File: config.mk
export PLATFORM = sky130hd
export DESIGN_NAME = stump_control_fsm
export DESIGN_NICKNAME = d
export VERILOG_FILES = /design/src/rtl/stump_control_fsm_pkg.sv /design/src/rtl/stump_branch_cond.sv /design/src/rtl/stump_control_fsm.sv
export SDC_FILE = /design/constraint.sdc
export NUM_CORES = 1
export LEC_CHECK = 0
export BUFFER_PORTS_ARGS = -buffer_cell sky130_fd_sc_hd__buf_2
export CAP_MARGIN = 20
export CORE_ASPECT_RATIO = 2
export CORE_MARGIN = 1
export CORE_UTILIZATION = 40
export DETAILED_ROUTE_END_ITERATION = 8
export PLACE_DENSITY = 0.7
export REMOVE_ABC_BUFFERS = 1
export SLEW_MARGIN = 25
export SYNTH_ARGS = -nofsm -noshare
export SYNTH_HDL_FRONTEND = slang
export SYNTH_SLANG_ARGS = --single-unit
File: constraint.sdc
create_clock -name clk -period 3.4 [get_ports clk]
set_clock_uncertainty 0.05 [all_clocks]
set_input_delay 0.34 -clock clk [delete_from_list [all_inputs] [get_ports clk]]
set_output_delay 0.34 -clock clk [all_outputs]
set_load 0.03 [all_outputs]
File: src/rtl/stump_control_fsm_pkg.sv
// Shared Stump definitions: controller state codes, opcodes and the
// branch-condition evaluation used by both the controller and the datapath.
package stump_control_fsm_pkg;

  typedef enum logic [2:0] {
    ST_FETCH   = 3'b000,
    ST_EXECUTE = 3'b001,
    ST_MEMORY  = 3'b010,
    ST_HALT    = 3'b100,
    ST_ERROR   = 3'b101
  } state_t;

  localparam logic [2:0] OP_ADD  = 3'b000;
  localparam logic [2:0] OP_ADC  = 3'b001;
  localparam logic [2:0] OP_SUB  = 3'b010;
  localparam logic [2:0] OP_SBC  = 3'b011;
  localparam logic [2:0] OP_AND  = 3'b100;
  localparam logic [2:0] OP_OR   = 3'b101;
  localparam logic [2:0] OP_LDST = 3'b110;
  localparam logic [2:0] OP_BCC  = 3'b111;

  localparam logic [2:0] REG_PC  = 3'd7;

  // cc is {N,Z,V,C}. Conditions come in pairs: odd codes are the inverse of
  // the even code below them, so evaluate the even form and flip with cond[0].
  function automatic logic cond_eval(input logic [3:0] cond, input logic [3:0] cc);
    logic n, z, v, c, r;
    n = cc[3];
    z = cc[2];
    v = cc[1];
    c = cc[0];
    case (cond[3:1])
      3'd0:    r = 1'b1;
      3'd1:    r = ~(c | z);
      3'd2:    r = ~c;
      3'd3:    r = ~z;
      3'd4:    r = ~v;
      3'd5:    r = ~n;
      3'd6:    r = ~(n ^ v);
      default: r = ~((n ^ v) | z);
    endcase
    return r ^ cond[0];
  endfunction

endpackage

File: src/rtl/stump_branch_cond.sv
// Combinational branch-condition evaluator wrapping the shared function.
module stump_branch_cond
  import stump_control_fsm_pkg::*;
(
  input  logic [3:0] cond,
  input  logic [3:0] cc,
  output logic       taken
);

  // Condition truth from the flag register.
  assign taken = cond_eval(cond, cc);

endmodule

File: src/rtl/stump_control_fsm.sv
// Stump control unit: FETCH/EXECUTE/MEMORY sequencer with instruction decode,
// memory wait handshake and bus timeout, debug halt/single-step and a
// retired-instruction counter.
//
// Memory handshake: while mem_ren or mem_wen is high in FETCH/MEMORY, the
// access completes in the cycle where mem_ready is sampled high; the strobe
// and all decoded controls are held unchanged until then.
module stump_control_fsm
  import stump_control_fsm_pkg::*;
#(
  parameter int MEM_HANDSHAKE  = 1,
  parameter int TIMEOUT_CYCLES = 15,
  parameter int CNT_W          = 16
) (
  input  logic             clk,
  input  logic             rst,
  input  logic [15:0]      ir,
  input  logic [3:0]       cc,
  input  logic             mem_ready,
  input  logic             halt_req,
  input  logic             step,
  output logic [2:0]       state,
  output logic             fetch,
  output logic             execute,
  output logic             memory,
  output logic             halted,
  output logic             ir_en,
  output logic             reg_write,
  output logic [2:0]       dest,
  output logic [2:0]       srcA,
  output logic [2:0]       srcB,
  output logic [1:0]       shift_op,
  output logic             opB_mux_sel,
  output logic             ext_op,
  output logic [2:0]       alu_func,
  output logic             cc_en,
  output logic             mem_ren,
  output logic             mem_wen,
  output logic             branch_taken,
  output logic             bus_error,
  output logic [CNT_W-1:0] instr_count
);

  // The counter only ever holds values below TIMEOUT_CYCLES: the cycle that
  // would reach it moves the FSM to ERROR, which clears the count.
  localparam int WAIT_W = (TIMEOUT_CYCLES > 1) ? $clog2(TIMEOUT_CYCLES) : 1;
  localparam logic [WAIT_W-1:0] WAIT_LAST =
    WAIT_W'((TIMEOUT_CYCLES > 0) ? TIMEOUT_CYCLES - 1 : 0);

  state_t              state_q, state_d;
  logic [WAIT_W-1:0]   wait_cnt;
  logic                done;
  logic                wait_last;
  logic                retire;
  logic                timeout_hit;
  logic                cond_true;
  logic [2:0]          opcode;

  assign opcode    = ir[15:13];
  assign done      = (MEM_HANDSHAKE != 0) ? mem_ready : 1'b1;
  assign wait_last = (TIMEOUT_CYCLES != 0) && (wait_cnt == WAIT_LAST);

  stump_branch_cond u_branch_cond (
    .cond  (ir[11:8]),
    .cc    (cc),
    .taken (cond_true)
  );

  assign state   = state_q;
  assign fetch   = (state_q == ST_FETCH);
  assign execute = (state_q == ST_EXECUTE);
  assign memory  = (state_q == ST_MEMORY);
  assign halted  = (state_q == ST_HALT);

  // Next-state logic and instruction decode; every control defaults to 0.
  always_comb begin
    state_d      = state_q;
    retire       = 1'b0;
    timeout_hit  = 1'b0;
    ir_en        = 1'b0;
    reg_write    = 1'b0;
    dest         = 3'd0;
    srcA         = 3'd0;
    srcB         = 3'd0;
    shift_op     = 2'd0;
    opB_mux_sel  = 1'b0;
    ext_op       = 1'b0;
    alu_func     = 3'd0;
    cc_en        = 1'b0;
    mem_ren      = 1'b0;
    mem_wen      = 1'b0;
    branch_taken = 1'b0;
    case (state_q)
      ST_FETCH: begin
        mem_ren = 1'b1;
        srcA    = REG_PC;
        if (done) begin
          ir_en     = 1'b1;
          reg_write = 1'b1;
          dest      = REG_PC;
          state_d   = ST_EXECUTE;
        end else if (wait_last) begin
          timeout_hit = 1'b1;
          state_d     = ST_ERROR;
        end
      end
      ST_EXECUTE: begin
        if (opcode == OP_BCC) begin
          srcA         = REG_PC;
          dest         = REG_PC;
          ext_op       = 1'b1;
          opB_mux_sel  = 1'b1;
          alu_func     = OP_BCC;
          branch_taken = cond_true;
          reg_write    = cond_true;
          retire       = 1'b1;
        end else if (opcode == OP_LDST) begin
          srcA        = ir[7:5];
          srcB        = ir[4:2];
          opB_mux_sel = ir[12];
          alu_func    = OP_LDST;
          state_d     = ST_MEMORY;
        end else begin
          reg_write   = 1'b1;
          dest        = ir[10:8];
          srcA        = ir[7:5];
          alu_func    = opcode;
          cc_en       = ir[11];
          opB_mux_sel = ir[12];
          if (!ir[12]) begin
            srcB     = ir[4:2];
            shift_op = ir[1:0];
          end
          retire = 1'b1;
        end
      end
      ST_MEMORY: begin
        mem_wen = ir[11];
        mem_ren = ~ir[11];
        if (ir[11]) begin
          srcA = ir[10:8];
        end else begin
          dest      = ir[10:8];
          reg_write = done;
        end
        if (done) begin
          retire = 1'b1;
        end else if (wait_last) begin
          timeout_hit = 1'b1;
          state_d     = ST_ERROR;
        end
      end
      ST_HALT: begin
        if (!halt_req || step) state_d = ST_FETCH;
      end
      ST_ERROR: begin
        state_d = ST_ERROR;
      end
      default: begin
        state_d = ST_FETCH;
      end
    endcase
    if (retire) state_d = halt_req ? ST_HALT : ST_FETCH;
  end

  // State register, wait counter, retire counter and sticky bus error.
  always_ff @(posedge clk) begin
    if (rst) begin
      state_q     <= ST_FETCH;
      wait_cnt    <= '0;
      instr_count <= '0;
      bus_error   <= 1'b0;
    end else begin
      state_q <= state_d;
      if ((state_d == state_q) && !done &&
          ((state_q == ST_FETCH) || (state_q == ST_MEMORY)))
        wait_cnt <= wait_cnt + WAIT_W'(1);
      else
        wait_cnt <= '0;
      if (retire)      instr_count <= instr_count + CNT_W'(1);
      if (timeout_hit) bus_error   <= 1'b1;
    end
  end

endmodule
# Word level (Yosys, flattened, before mapping)
# Cells that the tools add are included.
# word_totals
regBits	24
in_bits	25
output_inout_bits	46
elab_cells	94
# classes
addsub	2
eq_ne	14
muxes	51
n_bitwise	13
n_reduce_logical	10
# ops
op	n
$mux 3	21
$eq 3x3->1 const B	7
$mux 1	19
$pmux 3 s3	2
$add 16x1->16 const B	1
$pmux 3 s5	1
$eq 3x2->1 const B	3
$not 1->1	9
$mux 2	4
$pmux 1 s7	1
$eq 3x1->1 const B	2
$logic_not 3->1	2
$add 4x1->4 const B	1
$eq 4x4->1 const B	1
$pmux 1 s2	2
$reduce_or 2->1	2
$eq 3x3->1	1
$pmux 1 s3	1
$logic_and 1x1->1	2
$logic_not 1->1	2
$logic_or 1x1->1	2
$or 1x1->1	2
$xor 1x1->1	2

# Logic depth before layout (Yosys ltp)
# logic_depth
word_depth	10
depth_mapped	8
ltp_nobuf	7

# Cells and area by module
# Synthesis repeated with hierarchy kept, for this count alone.
# hier_totals
hier_cells	199
hier_area_um2	1527.7
# by_module_without_submodules
module	instances	cells_each	area_per_inst_um2	seq_area_each_um2
stump_control_fsm	1	187	1448.9	480.5
stump_branch_cond	1	12	78.8	0.0

# Worst setup path after synthesis
# Ideal clock, no wire load.
# synth_timing
kind	reg2out
startpoint	reg state_q[2], in the netlist state[2]
endpoint	out reg_write
arrival_time_ps	2797
t_required_ps	3010
setup_slack_ps	213
stages_incl_launch_ff	7
path_buffers	1
path_cell_list	dfxtp_1 clkbuf_1 a211oi_1 and2_1 nor3_1 a31o_1 a221oi_1
# synth_via
elab_chain_len	2
elab_cells_between_ends	4
cone_classes	eq/ne (2); mux (1); reduce/logical (1)
# synth_lines
element	line_no	text
start: declaration	stump_control_fsm.sv:50	state_t state_q, state_d;
start signal: assignment	stump_control_fsm.sv:174	state_q <= state_d;
$eq 3x2->1, or another cell as far along	stump_control_fsm.sv:93	case (state_q)
$pmux 1 s3 *	stump_control_fsm.sv:93	
end: declaration	stump_control_fsm.sv:28	output logic reg_write,
# Mark *: on every way between the ends. The rest lies on a longest branch, timed or not.

# Worst setup path after layout
# layout_timing
startpoint	reg state_q[0], in the netlist state[0]
endpoint	out reg_write
# Same word-level chain as after synthesis.

==> results.toml <==
[logic_synthesis]
synth_edf_count = 0
async_flop_share = 0
syn_inst = 199
yosys-top-cells-count = "26 x nor2_1, 24 x dfxtp_1, 19 x nand2_1"
ys_seq_area_frac = 0.319
yosysUniqueCellTypes = 40
synthTopCellsByArea = "dfxtp_1 32%, nor2_1 6.5%, xor2_1 5.2%"
synth_area_mm2 = 0.00150
synthFlopType = "dfxtp_1"
synth_top_area_frac = 0.319
yosysMostFrequentCell = "nor2_1"
synth-seq-cells = 24
yosys_warnings = 0
synth.largest_area_cell = "dfxtp_1"
synth_area_per_cell_um2 = 7.56

[detailed_routing]
wl_met3_um = 158
drtPass1Iterations = 4
drc = 0
routedWlPerCell_um = 12.5
wirelength_um = 3890
vias = 1634
dr_wl_met2_um = 2110
drtIter0Drc = 23
ant_nets = 0
routed.top_layer = "met4"
met1_length_um = 1520
avgViaCountPerCell = 5.24

[global_route]
grt_pass1_wl_um = 6060
antenna_found_initial = 0
grt_pass1_vias = 1405
track_usage = 0.199
grt_max_degree = 21
grt-ovfl-total = 0

[worst_setup_path]
cp_cell_sequence = "or3b_1, inv_1, o21ai_0, a221oi_1, buf_2"
crit_fanout = 15
start_kind = "flip-flop"
crit-reg2reg-launch = "state[0]"
cp_slowest_stage_delay_ns = 0.62
ff2ff_setup_slack_ns = 0.95
cp-startpoint = "state[0]"
cpLargestDelayFamily = "flip-flops"
worstPathRequired_ns = 3.01
cp.arrival_ns = 2.33
crit_slowest_cell = "dfxtp_1"
end_kind = "output port"
r2r-end = "instr_count[15]"
crit_type = "reg2out"
critical_path_buf_inv_count = 2
reg2regPathDepth = 5

[die]
die_area_mm2 = 0.00402
die_x_um = 45.4
io_pins = 71
placementRows = 31
start_util = 0.417
die_y_um = 88.7
core_mm2 = 0.00361

[cells_and_area]
nets = 293
fillers = 381
area_delta_synth_final_pct = 27.7
final_area_mm2 = 0.00192
multi_input_area_um2 = 965
layout-drive-gt1-share = 0.285
antenna_cells_inserted = 0
seqCellArea_um2 = 480

[sta]
worst_pin_slew_ns = 0.481
holdWs_ns = 0.355
min_period_over_period = 0.801
rsz0062_at_grt = "no"
slew_viol_final = 0
layout_setup_ws_ns = 0.677
max-slew-margin-rel = 0.679
min_period_ns = 2.72
fin_setup_tns_ns = 0
hold_violations = 0
fmax_mhz = 367
setup_violations = 0

[placement]
gp_routability_congestion = 0.820
place_hpwl_um = 3100
post-place-ws_ns = 0.977
port_buffers = 70
placed_area_mm2 = 0.00188

[min_path]
min_to = "state[2]"
min_path_type = "in2reg"
hold_path_startpoint = "halt_req"
hold_path_depth = 3

[power_and_ir_drop]
p_int_uw = 441
p_leak_nw = 0.908
p_clk_frac = 0.236
ir_drop_v = 0.000316
p_sw_uw = 250
p_total_uw = 691
switching_share = 0.361
seqPwrFrac = 0.438
combPwrFrac = 0.326
p_per_area_mw_per_mm2 = 360

[cts]
clk_path_buf_depth = 2
cts_setup_buffers = 0
clk_latency_ns = 0.26
ctsResizeCount = 0
htreeDepth = 1
cts.clk_slew.worst_paths_ns = 0.08
cts_buffers = 3
cts_tree = "yes"
cts_root_buffer = "clkbuf_8"
cts_sinks = 24
postCtsHoldBufs = 0

[run]
max_cap_viol_count = 0

[status]
status = "complete, no violations"
## worst max path at each step
| stage | endpoint | slack [ns] | depth (start not counted) |
|---|---|---|---|
| after global routing | reg_write | 0.53 | 5 |
| after detailed placement | instr_count[13] | 0.98 | 5 |
| final | reg_write | 0.68 | 5 |
| after CTS | reg_write | 0.70 | 5 |
| after floorplan | reg_write | 0.30 | 5 |
| after global placement | reg_write | 1.04 | 5 |
## sequential cells by signal (all words and copies together) (netlist names)
register,cells
state,3
wait_cnt,4
instr_count,16
bus_error,1
## stage by stage
step / util / cells
final: 0.532 / 312
after global routing: 0.532 / 312
after CTS: 0.532 / 312
after detailed placement: 0.521 / 309
after global placement: 0.521 / 309
after floorplan: - / 190
## placed cells by master (no fill, tap or decap), types with 5 or more instances in the layout
cell and instances:
a21oi_1 10, and2_1 9, and3_1 7, buf_2 70, dfxtp_1 24, inv_1 6
nand2_1 19, nand3_1 10, nand4_1 6, nor2_1 26, nor3_1 10, o21ai_0 9
xnor2_1 5, xor2_1 9
## layout make-up
class                      instances  area share
clock buffer                       3      0.0215
inverter                           6      0.0117
multi-input combinational        160       0.502
sequential                        24       0.250
tap                               49      0.0319
timing repair buffer              70       0.182
## cell families after synthesis
logic type | after synthesis | share of synthesized area
compound gates | 40 | 0.187
xor+xnor | 14 | 0.0815
fa+ha+maj | 3 | 0.0250
buf+inv | 15 | 0.0391
flops | 24 | 0.319
mux | 1 | 0.00666
simple gates | 102 | 0.341
## worst reg2reg max path: cells and delay by family (launching register included)
kind / cells / cell delay [ns]
flops: 1 / 0.62
compound gates: 2 / 0.50
simple gates: 3 / 1.20
## power groups by stage
stage | Sequential (mW) | Combinational, mW | Clock, mW
5_1_grt | 0.304 | 0.245 | 0.177
3_5_place_dp | 0.310 | 0.226 | 0
6_report | 0.303 | 0.225 | 0.163
4_1_cts | 0.303 | 0.227 | 0.165
2_1_floorplan | 0.316 | 0.145 | 0
3_3_place_gp | 0.309 | 0.226 | 0
## layer usage
| layer | up-vias | GRT usage |
|---|---|---|
| met5 | - | 0 |
| met4 | 0 | 0.0882 |
| met3 | 8 | 0.0245 |
| met2 | 56 | 0.369 |
| met1 | 735 | 0.213 |
| li1 | 835 | - |
Note: power is estimated with default switching activity, not from simulation.
